### src/rtl/backend_pkg.sv
// Shared backend definitions for the register-read stage.
// Holds the lane count, writeback port count, preg/operand types, the
// per-lane stage record, and the operand select helper. The helper is
// used only when RR_BYPASS_EN is defined.
package backend_pkg;

  localparam int NUM_FUS   = 4;
  localparam int NUM_WB    = NUM_FUS - 1;  // the last FU writes no destination
  localparam int NUM_PREGS = 64;
  localparam int PREG_W    = $clog2(NUM_PREGS);
  localparam int UOP_W     = 48;
  localparam int DATA_W    = 32;

  typedef logic [PREG_W-1:0] preg_t;
  typedef logic [DATA_W-1:0] data_t;

  // Contents of one lane's stage register, as presented to the FU.
  typedef struct packed {
    logic [UOP_W-1:0] uop;
    data_t            src1_val;
    data_t            src2_val;
  } rr_uop_t;

  // Operand select for one source.
  // Preg 0 always reads as zero and is never bypassed.
  // Otherwise the lowest-numbered writeback port that targets src wins.
  // With no match, base is returned (PRF data or the currently held value).
  function automatic data_t operand_sel(
    input preg_t                   src,
    input data_t                   base,
    input logic  [NUM_WB-1:0]      wb_valid,
    input preg_t [NUM_WB-1:0]      wb_dst,
    input data_t [NUM_WB-1:0]      wb_val
  );
    data_t result;
    logic  hit;
    result = base;
    hit    = 1'b0;
    if (src == '0) begin
      result = '0;
    end else begin
      for (int j = 0; j < NUM_WB; j++) begin
        if (!hit && wb_valid[j] && (wb_dst[j] == src)) begin
          result = wb_val[j];
          hit    = 1'b1;
        end
      end
    end
    return result;
  endfunction

endpackage

### src/rtl/rr_lane.sv
// One register-read lane.
// The lane implements the issue/execute handshake, the stage register and
// the operand mux. The ready path is purely combinational (no skid buffer),
// so a stalled FU back-pressures issue on the same cycle.
// Build option RR_BYPASS_EN: when defined, writeback data is forwarded both
// at capture and into a held (stalled) uop. When undefined, operands come
// from the PRF only and the wb_* inputs are ignored.
module rr_lane
  import backend_pkg::*;
(
  input  logic                    clk,
  input  logic                    rst,
  input  logic                    flush_en,
  input  logic                    iss_valid,
  output logic                    iss_ready,
  input  preg_t                   iss_src1,
  input  preg_t                   iss_src2,
  input  logic  [UOP_W-1:0]       iss_uop,
  input  data_t                   prf_val1,
  input  data_t                   prf_val2,
  input  logic  [NUM_WB-1:0]      wb_valid,
  input  preg_t [NUM_WB-1:0]      wb_dst,
  input  data_t [NUM_WB-1:0]      wb_val,
  output logic                    ex_valid,
  input  logic                    ex_ready,
  output logic  [UOP_W-1:0]       ex_uop,
  output data_t                   ex_src1_val,
  output data_t                   ex_src2_val
);

  rr_uop_t stage_q;
  logic    valid_q;
  logic    accept;
  data_t   cap1;
  data_t   cap2;

  // The lane can take a new uop when it is empty or its current uop
  // leaves this cycle. A flush blocks issue for the whole cycle.
  assign iss_ready = !flush_en && (!valid_q || ex_ready);
  assign accept    = iss_valid && iss_ready;

`ifdef RR_BYPASS_EN
  preg_t src1_q;
  preg_t src2_q;
  data_t held1;
  data_t held2;

  // Capture values come from the writeback bus when it hits, else from the PRF.
  // Held values are refreshed from the writeback bus while the uop waits.
  // NOTE: every always_comb output is assigned on every path, so no latch is inferred.
  always_comb begin
    cap1  = operand_sel(iss_src1, prf_val1, wb_valid, wb_dst, wb_val);
    cap2  = operand_sel(iss_src2, prf_val2, wb_valid, wb_dst, wb_val);
    held1 = operand_sel(src1_q, stage_q.src1_val, wb_valid, wb_dst, wb_val);
    held2 = operand_sel(src2_q, stage_q.src2_val, wb_valid, wb_dst, wb_val);
  end

  // Remember the source pregs of the held uop so late writebacks can find it.
  always_ff @(posedge clk) begin
    if (!rst) begin
      src1_q <= '0;
      src2_q <= '0;
    end else if (accept) begin
      src1_q <= iss_src1;
      src2_q <= iss_src2;
    end
  end
`else
  // Capture values come from the PRF only. Preg 0 is forced to zero.
  always_comb begin
    cap1 = (iss_src1 == '0) ? '0 : prf_val1;
    cap2 = (iss_src2 == '0) ? '0 : prf_val2;
  end

  // The writeback bus is intentionally unused in this build.
  logic unused_wb;
  assign unused_wb = ^{wb_valid, wb_dst, wb_val};
`endif

  // Stage register. Priority is reset, then flush, then capture.
  // Otherwise the lane drains when the FU accepts, or holds while stalled.
  // NOTE: non-blocking assignments here so every register samples pre-edge values.
  always_ff @(posedge clk) begin
    if (!rst) begin
      valid_q <= 1'b0;
      // NOTE: the data register is reset too, so the FU-facing outputs read zero after reset.
      stage_q <= '0;
    end else if (flush_en) begin
      valid_q <= 1'b0;
    end else if (accept) begin
      valid_q <= 1'b1;
      stage_q <= '{uop: iss_uop, src1_val: cap1, src2_val: cap2};
    end else begin
      if (ex_ready) begin
        valid_q <= 1'b0;
      end
`ifdef RR_BYPASS_EN
      if (valid_q) begin
        stage_q.src1_val <= held1;
        stage_q.src2_val <= held2;
      end
`endif
    end
  end

  assign ex_valid    = valid_q;
  assign ex_uop      = stage_q.uop;
  assign ex_src1_val = stage_q.src1_val;
  assign ex_src2_val = stage_q.src2_val;

endmodule

### src/rtl/reg_read_stage.sv
// Register-read pipeline stage between issue and execute. There is one
// independent rr_lane per functional unit. This level only slices the
// flat lane buses and forwards the source indices to the PRF read ports.
// Build option RR_BYPASS_EN enables writeback forwarding inside the lanes.
module reg_read_stage
  import backend_pkg::*;
(
  input  logic                        clk,
  input  logic                        rst,
  input  logic                        flush_en,
  input  logic [NUM_FUS-1:0]          iss_valid,
  output logic [NUM_FUS-1:0]          iss_ready,
  input  logic [NUM_FUS*PREG_W-1:0]   iss_src1,
  input  logic [NUM_FUS*PREG_W-1:0]   iss_src2,
  input  logic [NUM_FUS*UOP_W-1:0]    iss_uop,
  output logic [NUM_FUS*PREG_W-1:0]   prf_src1,
  output logic [NUM_FUS*PREG_W-1:0]   prf_src2,
  input  logic [NUM_FUS*DATA_W-1:0]   prf_val1,
  input  logic [NUM_FUS*DATA_W-1:0]   prf_val2,
  input  logic [NUM_WB-1:0]           wb_valid,
  input  logic [NUM_WB*PREG_W-1:0]    wb_dst,
  input  logic [NUM_WB*DATA_W-1:0]    wb_val,
  output logic [NUM_FUS-1:0]          ex_valid,
  input  logic [NUM_FUS-1:0]          ex_ready,
  output logic [NUM_FUS*UOP_W-1:0]    ex_uop,
  output logic [NUM_FUS*DATA_W-1:0]   ex_src1_val,
  output logic [NUM_FUS*DATA_W-1:0]   ex_src2_val
);

  // The PRF is read with the issued indices directly; its data returns in the same cycle.
  assign prf_src1 = iss_src1;
  assign prf_src2 = iss_src2;

  // Every lane sees the same writeback bus. These views share the flat bus bit layout.
  preg_t [NUM_WB-1:0] wb_dst_arr;
  data_t [NUM_WB-1:0] wb_val_arr;
  assign wb_dst_arr = wb_dst;
  assign wb_val_arr = wb_val;

  for (genvar i = 0; i < NUM_FUS; i++) begin : g_lane
    rr_lane u_lane (
      .clk         (clk),
      .rst         (rst),
      .flush_en    (flush_en),
      .iss_valid   (iss_valid[i]),
      .iss_ready   (iss_ready[i]),
      .iss_src1    (iss_src1[i*PREG_W +: PREG_W]),
      .iss_src2    (iss_src2[i*PREG_W +: PREG_W]),
      .iss_uop     (iss_uop[i*UOP_W +: UOP_W]),
      .prf_val1    (prf_val1[i*DATA_W +: DATA_W]),
      .prf_val2    (prf_val2[i*DATA_W +: DATA_W]),
      .wb_valid    (wb_valid),
      .wb_dst      (wb_dst_arr),
      .wb_val      (wb_val_arr),
      .ex_valid    (ex_valid[i]),
      .ex_ready    (ex_ready[i]),
      .ex_uop      (ex_uop[i*UOP_W +: UOP_W]),
      .ex_src1_val (ex_src1_val[i*DATA_W +: DATA_W]),
      .ex_src2_val (ex_src2_val[i*DATA_W +: DATA_W])
    );
  end

endmodule

### config.mk
export PLATFORM = sky130hd
export DESIGN_NAME = reg_read_stage
export DESIGN_NICKNAME = d
export VERILOG_FILES = /design/src/rtl/backend_pkg.sv /design/src/rtl/rr_lane.sv /design/src/rtl/reg_read_stage.sv
export SDC_FILE = /design/constraint.sdc
export NUM_CORES = 1
export LEC_CHECK = 0
export ABC_AREA = 1
export BUFFER_PORTS_ARGS = -buffer_cell sky130_fd_sc_hd__buf_2
export CAP_MARGIN = 20
export CORE_AREA = 2 2 433 435
export CTS_CLUSTER_DIAMETER = 50
export CTS_CLUSTER_SIZE = 8
export DETAILED_ROUTE_END_ITERATION = 10
export DIE_AREA = 0 0 435 437
export MAX_ROUTING_LAYER = met4
export PLACE_DENSITY_LB_ADDON = 0.15
export SLEW_MARGIN = 10
export SYNTH_ARGS = -nofsm -noshare
export SYNTH_HDL_FRONTEND = slang
export SYNTH_SLANG_ARGS = --single-unit
### constraint.sdc
create_clock -name clk -period 2.06 [get_ports clk]
set_clock_uncertainty 0.2 [all_clocks]
set_input_delay 0.412 -clock clk [delete_from_list [all_inputs] [get_ports clk]]
set_output_delay 0.412 -clock clk [all_outputs]
set_load 0.02 [all_outputs]
==> impl_summary.log, run 1 <==
[metrics] status: complete, no violations
[metrics] effective utilization at floorplan: 0.0989
[metrics] router iterations before antenna repair: 5
[metrics] Final min period: 2060 ps
[metrics] number of unique standard cell types used by synthesis: 12
[metrics] final global-route overflow total: 0
[metrics] Slew Limit Headroom: 0.675
[metrics] via count of the first global-routing pass: 22.6k
[metrics] adder-cell area share of the yosys netlist: 0
[metrics] fraction of layout instances using a drive strength above 1: 0.318
[metrics] count of routing violations after the opening detailed-route iteration: 1004
[metrics] Syn-to-layout area delta: 92.4%
[metrics] routed wirelength normalized by instance count: ~17 um
[metrics] Post-Route Hold Slack: 51.6 ps
[metrics] critical path's top delay family: flip-flops
[metrics] cell at the root of the clock tree: clkbuf_16
[metrics] kind of critical path: reg -> out
[metrics] Total GRT Usage: 0.115
[metrics] Slew @ Worst Pin: about 490 ps
[metrics] DRT Wirelength: 111 mm
[metrics] crit-path max cell delay: 330 ps
[metrics] Synth Area in Simple Gates: 0.260
[metrics] core utilization of the finished layout: 0.190
[metrics] worst slack after detailed placement: 131 ps
[metrics] yosys synthesis warning count: 0
[metrics] share of the yosys chip area belonging to registers: 0.494
[metrics] area of the core region: 185000 um2
[metrics] die outline area: 190000 um2
[metrics] clock slew at the register clock pins of the worst setup and hold paths: 50 ps
[metrics] Cell Pwr Density: 877 nW/um2
[metrics] area of the mapped netlist: roughly 18000 um2
[metrics] Mean Syn Cell Area: ~7.0 um2
[metrics] clock tree from TritonCTS: yes
[metrics] Top Ports: between 1k and 1.5k
[metrics] Max Fanout on Critical Path: 2
[metrics] mux share of post-synthesis cell area: 0
[metrics] number of antenna violations at the first check in global routing: 18
[metrics] DPL Wire Length: 83.0 mm
[metrics] number of buffers on the longest clock path: 3
[metrics] Synth Register Bits: between 400 and 500
[metrics] pins over their slew limit: 0
[metrics] synthesized-area fraction occupied by ao, oa, aoi and oai cells: 0.125
[metrics] CP Data Arrival Time: 1450 ps
[metrics] Worst-Skew Late Latency: 690 ps
[metrics] setup repair after global routing missed its margin: true
[metrics] chain of cells forming the critical path: a21oi_4, buf_12, buf_8
[metrics] number of buffers inserted during clock tree synthesis: 98
[metrics] most used cells in the layout excluding fill and tap cells: buf_2 (1000), nand2_1 (708), dlygate4sd3_1 (489), a21oi_1 (452), dfxtp_1 (443)
[metrics] total setup violations reported at the end of the flow: 0
[metrics] maximum number of pins on one net before global-route repair: between 70 and 80
[metrics] vias post-DR: around 22k
[metrics] number of nets still failing antenna checks after routing: 0
[metrics] input/output buffers: just over 1k
[metrics] highest clock frequency the design can meet: 0.486 GHz
[metrics] dominant combinational cell family by area after synthesis: simple AND/OR/NAND/NOR gates
[metrics] crit path max-delay cell type: dfxtp_2
[metrics] H-tree lvl count: 3
[metrics] most frequent standard cell in the layout excluding fill and tap cells: buf_2
[metrics] total negative slack for setup checks: 0 ps
[metrics] crit path capture type: output port
[metrics] LEAKAGE: 16.7 nW
[metrics] weighted congestion reported at the end of routability-driven placement: approximately 0.9
[metrics] WP data required: 1450 ps
[metrics] Worst Setup Start Kind: flop
[metrics] ratio of routed vias to standard cells: around 3.3
[metrics] Tcrit/Tclk final: 0.999
[metrics] global-route wire length before repair: 157 mm
[metrics] filler cell count: 21.2k
[metrics] Peak VDD IR: between 0.5 and 0.6 mV
[metrics] row count: 158
[metrics] # DRC: 0
[metrics] clock tree sinks: 452
[metrics] number of buffer and inverter stages on the critical path: 2
[metrics] horizontal die dimension: between 400 and 500 um
[metrics] vertical die dimension: about 440 um
[metrics] endpoints failing hold: 0
[metrics] xor and xnor area share after synthesis: 0
[metrics] Final #Nets: 4709
[metrics] worst hold path type: in -> reg
[metrics] final setup margin: between 2 and 2.5 ps
[metrics] total nets after synthesis: roughly 3.2k
[metrics] count of maximum capacitance violations: 0
[metrics] Gate Count Post-Synth: 2609
==> logic make-up after synthesis <==
logic type	after synthesis
AND/OR/NAND/NOR	1193
buffers and inverters	508
AO/OA/AOI/OAI	456
flip-flops	452
==> worst reg2reg max path, delay by kind of cell (launching register included) <==
| kind | cells | cell delay [ps] |
|---|---|---|
| flip-flops | 1 | 330 |
| AND/OR/NAND/NOR | 3 | 280 |
| AO/OA/AOI/OAI | 1 | 170 |
| buffers and inverters | 3 | 870 |
==> state kept, by name (all words and copies together) (netlist names) <==
register / count
g_lane.u_lane.ex_uop: 192
g_lane.u_lane.ex_valid: 4
g_lane.u_lane.ex_src1_val: 128
g_lane.u_lane.ex_src2_val: 128
==> final cells by class <==
| cell class | count | area, um2 | area share |
|---|---|---|---|
| well taps | 2480 | 3100 | 0.0881 |
| clock buffers | 128 | 2790 | 0.0791 |
| diodes | 10 | 25.0 | 0.000711 |
| multi-input cells | 1649 | 7140 | 0.203 |
| repair buffers | 1622 | 11500 | 0.326 |
| inverters | 262 | 988 | 0.0281 |
| flip-flops and latches | 452 | 9060 | 0.257 |
| clock inverters | 50 | 629 | 0.0179 |
==> power by group <==
group | internal, mW | leakage (nW) | total [mW] | switching, mW
clock network | 10.7 | 1.68 | 16.5 | 5.73
logic | 2.07 | 11.3 | 4.85 | 2.78
registers | 9.30 | 3.72 | 9.56 | 0.261
==> per-stage QoR <==
stage	instance area [um2]	power [mW]	std cells
floorplan	18300	11.8	2609
global placement	26600	13.8	5959
detailed placement	26600	13.8	5959
CTS	35000	31.6	6632
global route	35200	32.4	6651
finish	35200	30.9	6653
==> cell usage after synthesis <==
library cell	number	area share
nor2_1	280	0.057
a21oi_1	456	0.12
inv_2	1	0.00020
buf_2	78	0.021
nand3_2	4	0.0022
nand3_1	200	0.055
buf_1	1	0.00020
buf_4	56	0.023
clkbuf_1	111	0.023
inv_1	261	0.054
dfxtp_1	452	0.49
nand2_1	709	0.15
==> routing by layer <==
layer	share of wire	vias to the layer above	global-route usage
met3	0.052	158	0.0293
met4	0.023	0	0.0334
met1	0.41	10000	0.127
met5	0	-	-
met2	0.51	580	0.201
li1	-	11100	-
==> final timing paths <==
path         slack [ps]                          endpoint  cells after the start                         from
max                   2                      iss_ready[0]                      3    g_lane[0].u_lane.ex_valid
min                  50  g_lane[0].u_lane.ex_src1_val[13]                      5                 iss_valid[0]
max reg2reg         110  g_lane[3].u_lane.ex_src1_val[15]                      7    g_lane[3].u_lane.ex_valid
min reg2reg         260       g_lane[0].u_lane.ex_uop[39]                      2  g_lane[0].u_lane.ex_uop[39]
==> timing repair <==
| action | 4_1_cts | 5_1_grt |
|---|---|---|
| setup buffers | 7 | 7 |
| cloned | 0 | 3 |
| gates resized for setup | 23 | 8 |
| setup endpoints to repair | 12 | 42 |
| pin swaps | 4 | 1 |
| endpoints found under the hold margin | 452 | 2 |
| hold buffers | 488 | 1 |
No activity file was read; power rests on OpenSTA's default activity.
==> inputs of run 2 (changes only) <==
- PLACE_DENSITY_LB_ADDON: 0.15 -> 0.3
- SYNTH_HIERARCHICAL: not set -> 1
==> run 2 against run 1 <==
Effect of this change: the flow now finishes with violations (setup timing); power grew 5.4%; clock power increased by 5%; sequential cell count unchanged; non-clock buffer count is 27 higher; sequential share of layout area down 0.47 points; sequential power about the same; critical path depth shrank 1; hold slack gained 24 ps; first-iteration DRC count is 39% higher; global-route usage up 6.1 points; combinational power rose by 17%; cell count rose by 0.81%.
==> impl_summary.log, run 2 <==
[metrics] status: complete, but fails checks
[metrics] violations in the final reports: setup timing
[metrics] total nets after synthesis: 3232
[metrics] row count: about 160
[metrics] yosys synthesis warning count: 6
[metrics] number of unique standard cell types used by synthesis: 12
[metrics] clock tree sinks: 452
[metrics] crit path max-delay cell type: dfxtp_2
[metrics] Register-to-Register Path Depth: 7
[metrics] FFs w/ async S/R, synth: 0
[metrics] effective utilization at floorplan: 0.0991
[metrics] max reg flops: 192
[metrics] number of nets still failing antenna checks after routing: 0
[metrics] area of the core region: roughly 190000 um2
[metrics] sequential cell area: 9060 um2
[metrics] Final #Nets: approximately 4.7k
[metrics] Worst-Skew Late Latency: 730 ps
[metrics] final setup margin: -2.30 ps
[metrics] Pwr Total: 32.5 mW
[metrics] Hold Path Origin: rst
[metrics] number of synthesized flops with an enable pin: 0
[metrics] routed wirelength normalized by instance count: 25.2 um
[metrics] most used standard cells in the synthesized netlist: nand2_1 (712), a21oi_1 (452), dfxtp_1 (452)
[metrics] share of the yosys chip area belonging to registers: 0.493
[metrics] dominant cells by area after synthesis: dfxtp_1 (49%), nand2_1 (15%), a21oi_1 (12%), nor2_1 (5.7%), inv_1 (5.5%)
[metrics] top cell type's share of synthesized area: 0.493
[metrics] clock slew at the register clock pins of the worst setup and hold paths: roughly 50 ps
[metrics] worst flop-to-flop path startpoint: g_lane[0].u_lane/ex_valid
[metrics] Final min period: 2060 ps
[metrics] ratio of routed vias to standard cells: 3.45
[metrics] Top Ports: between 1k and 1.5k
[metrics] router iterations before antenna repair: 5
[metrics] vertical die dimension: between 400 and 500 um
[metrics] Worst Setup Start Kind: flop
[metrics] largest area contributor in the synthesized netlist: dfxtp_1
[metrics] library cell with the highest instance count after synthesis: nand2_1
[metrics] DPL Wire Length: 141 mm
[metrics] pins over their slew limit: 0
[metrics] setup repair after global routing missed its margin: true
[metrics] total negative slack for setup checks: -2.30 ps
[metrics] via count of the first global-routing pass: 22.8k
[metrics] filler cell count: 21.0k
[metrics] area of the mapped netlist: 18300 um2
[metrics] core utilization of the finished layout: 0.194
[metrics] met2 routed wirelength: 82.3 mm
[metrics] count of routing violations after the opening detailed-route iteration: ~1.4k
[metrics] Synth Register Bits: 452
[metrics] first element of the critical path: g_lane[0].u_lane/ex_valid
[metrics] total setup violations reported at the end of the flow: 1
[metrics] WP data required: 1450 ps
[metrics] Max Fanout on Critical Path: 3
[metrics] maximum number of pins on one net before global-route repair: 59
[metrics] crit-path max cell delay: ~330 ps
[metrics] Gate Count Post-Synth: approximately 2.6k
[metrics] crit path capture type: output port
[metrics] setup slack, reg-to-reg: 80 ps
[metrics] number of antenna violations at the first check in global routing: 50
[metrics] endpoint of the lowest-slack register-to-register path: g_lane[0].u_lane/ex_src1_val[29]
[metrics] cell at the root of the clock tree: clkbuf_16
[metrics] worst hold path type: in -> reg
[metrics] Syn-to-layout area delta: 95.6%
[metrics] Routed met3 length: 6.17 mm
[metrics] final global-route overflow total: 0
[metrics] kind of critical path: reg -> out
[metrics] Slew Limit Headroom: 0.599
[metrics] count of maximum capacitance violations: 0
[metrics] LEAKAGE: 17.1 nW
[metrics] Total GRT Usage: 0.176
[metrics] endpoint of the most critical setup path: iss_ready[0]
[metrics] H-tree lvl count: 3
[metrics] endpoints failing hold: 0
[metrics] M1 WL: 78.3 mm
[metrics] Tcrit/Tclk final: 1.00
[metrics] Peak VDD IR: slightly above 0.7 mV
[metrics] Max Used Layer: met4
[metrics] Mean Syn Cell Area: about 7 um2
[metrics] DRT Wirelength: 169 mm
[metrics] most used cells in the layout excluding fill and tap cells: buf_2 (962), nand2_1 (710), dlygate4sd3_1 (477), a21oi_1 (451), dfxtp_1 (441)
[metrics] number of buffers inserted during clock tree synthesis: between 100 and 150
[metrics] input/output buffers: a little over 1k
[metrics] number of buffers on the longest clock path: 3
[metrics] Slew @ Worst Pin: approximately 600 ps
[metrics] weighted congestion reported at the end of routability-driven placement: a little under 1
[metrics] area of combinational cells with multiple inputs: slightly above 7000 um2
[metrics] Cell Pwr Density: 907 nW/um2
[metrics] clock tree from TritonCTS: yes
[metrics] vias post-DR: 23.1k
[metrics] chain of cells forming the critical path: a21oi_4, buf_6
[metrics] die outline area: 190000 um2
[metrics] Primary FF master, synth: dfxtp_1
[metrics] global-route wire length before repair: between 200 and 250 mm
[metrics] horizontal die dimension: about 440 um
[metrics] highest clock frequency the design can meet: 0.485 GHz
[metrics] fraction of layout instances using a drive strength above 1: 0.325
[metrics] CP Data Arrival Time: 1450 ps
[metrics] most frequent standard cell in the layout excluding fill and tap cells: buf_2
[metrics] # DRC: 0
==> run 2: layout make-up <==
type | count | share of cell area
Tap cell | 2480 | 0.0865
Timing Repair Buffer | 1649 | 0.332
Sequential cell | 452 | 0.253
Antenna cell | 25 | 0.00174
Multi-Input combinational cell | 1653 | 0.199
Clock buffer | 130 | 0.0782
Clock inverter | 50 | 0.0214
Inverter | 268 | 0.0280
==> run 2: cells by family (layout without fill, tap and decap cells) <==
family / count (synthesis) / in the layout / share of synthesized area
DFF: 452 / 452 / 0.493
buffers and inverters: 504 / 2097 / 0.122
other: 0 / 25 / 0
and+or+nand+nor: 1196 / 1197 / 0.260
AOI/OAI and AO/OA: 456 / 456 / 0.125
==> run 2: layer usage <==
layer | vias up | GRT usage
met3 | 147 | 0.0222
met1 | 11100 | 0.229
li1 | 11200 | -
met5 | - | -
met2 | 632 | 0.291
met4 | 0 | 0.0319
==> run 2: repair_timing <==
action,CTS,global route
pin swaps,4,5
gates cloned,0,7
hold buffers,477,0
setup endpoints to repair,48,22
buffers inserted,3,13
resized for setup,62,11
endpoints found under the hold margin,452,0
==> run 2: report_power, final <==
part | switching, mW | leakage [nW] | total (mW) | internal [mW]
combinational | 3.51 | 11.6 | 5.68 | 2.16
sequential | 0.292 | 3.72 | 9.59 | 9.30
clock | 6.04 | 1.74 | 17.3 | 11.2
total | 9.85 | 17.1 | 32.5 | 22.7
==> run 2: critical path, delay by kind of cell (launching register included) <==
family | cells | cell delay, ps
AOI/OAI and AO/OA | 1 | 250
buffers and inverters | 1 | 160
DFF | 1 | 330
==> run 2: worst min-delay path by stage <==
stage	to	slack (ps)	cells after the start
2_1_floorplan	g_lane[0].u_lane/ex_uop[28]	340	2
3_3_place_gp	g_lane[3].u_lane/ex_uop[32]	250	2
3_5_place_dp	g_lane[0].u_lane/ex_uop[14]	250	2
4_1_cts	g_lane[2].u_lane/ex_uop[42]	5	4
5_1_grt	g_lane[0].u_lane/ex_src2_val[9]	40	4
6_report	g_lane[0].u_lane/ex_src2_val[8]	80	4
==> run 2: stage by stage <==
step / hold WS, ps / instance area [um2] / cells / worst slack, ps
after global placement: 250 / 27000 / 6003 / -20.6
final: 76.0 / 35900 / 6707 / -2.30
after global routing: 44.5 / 35800 / 6688 / -60.3
after floorplan: 341 / 18300 / 2608 / 598
after CTS: 4.93 / 35500 / 6663 / -122
after detailed placement: 251 / 27000 / 6003 / 1.88
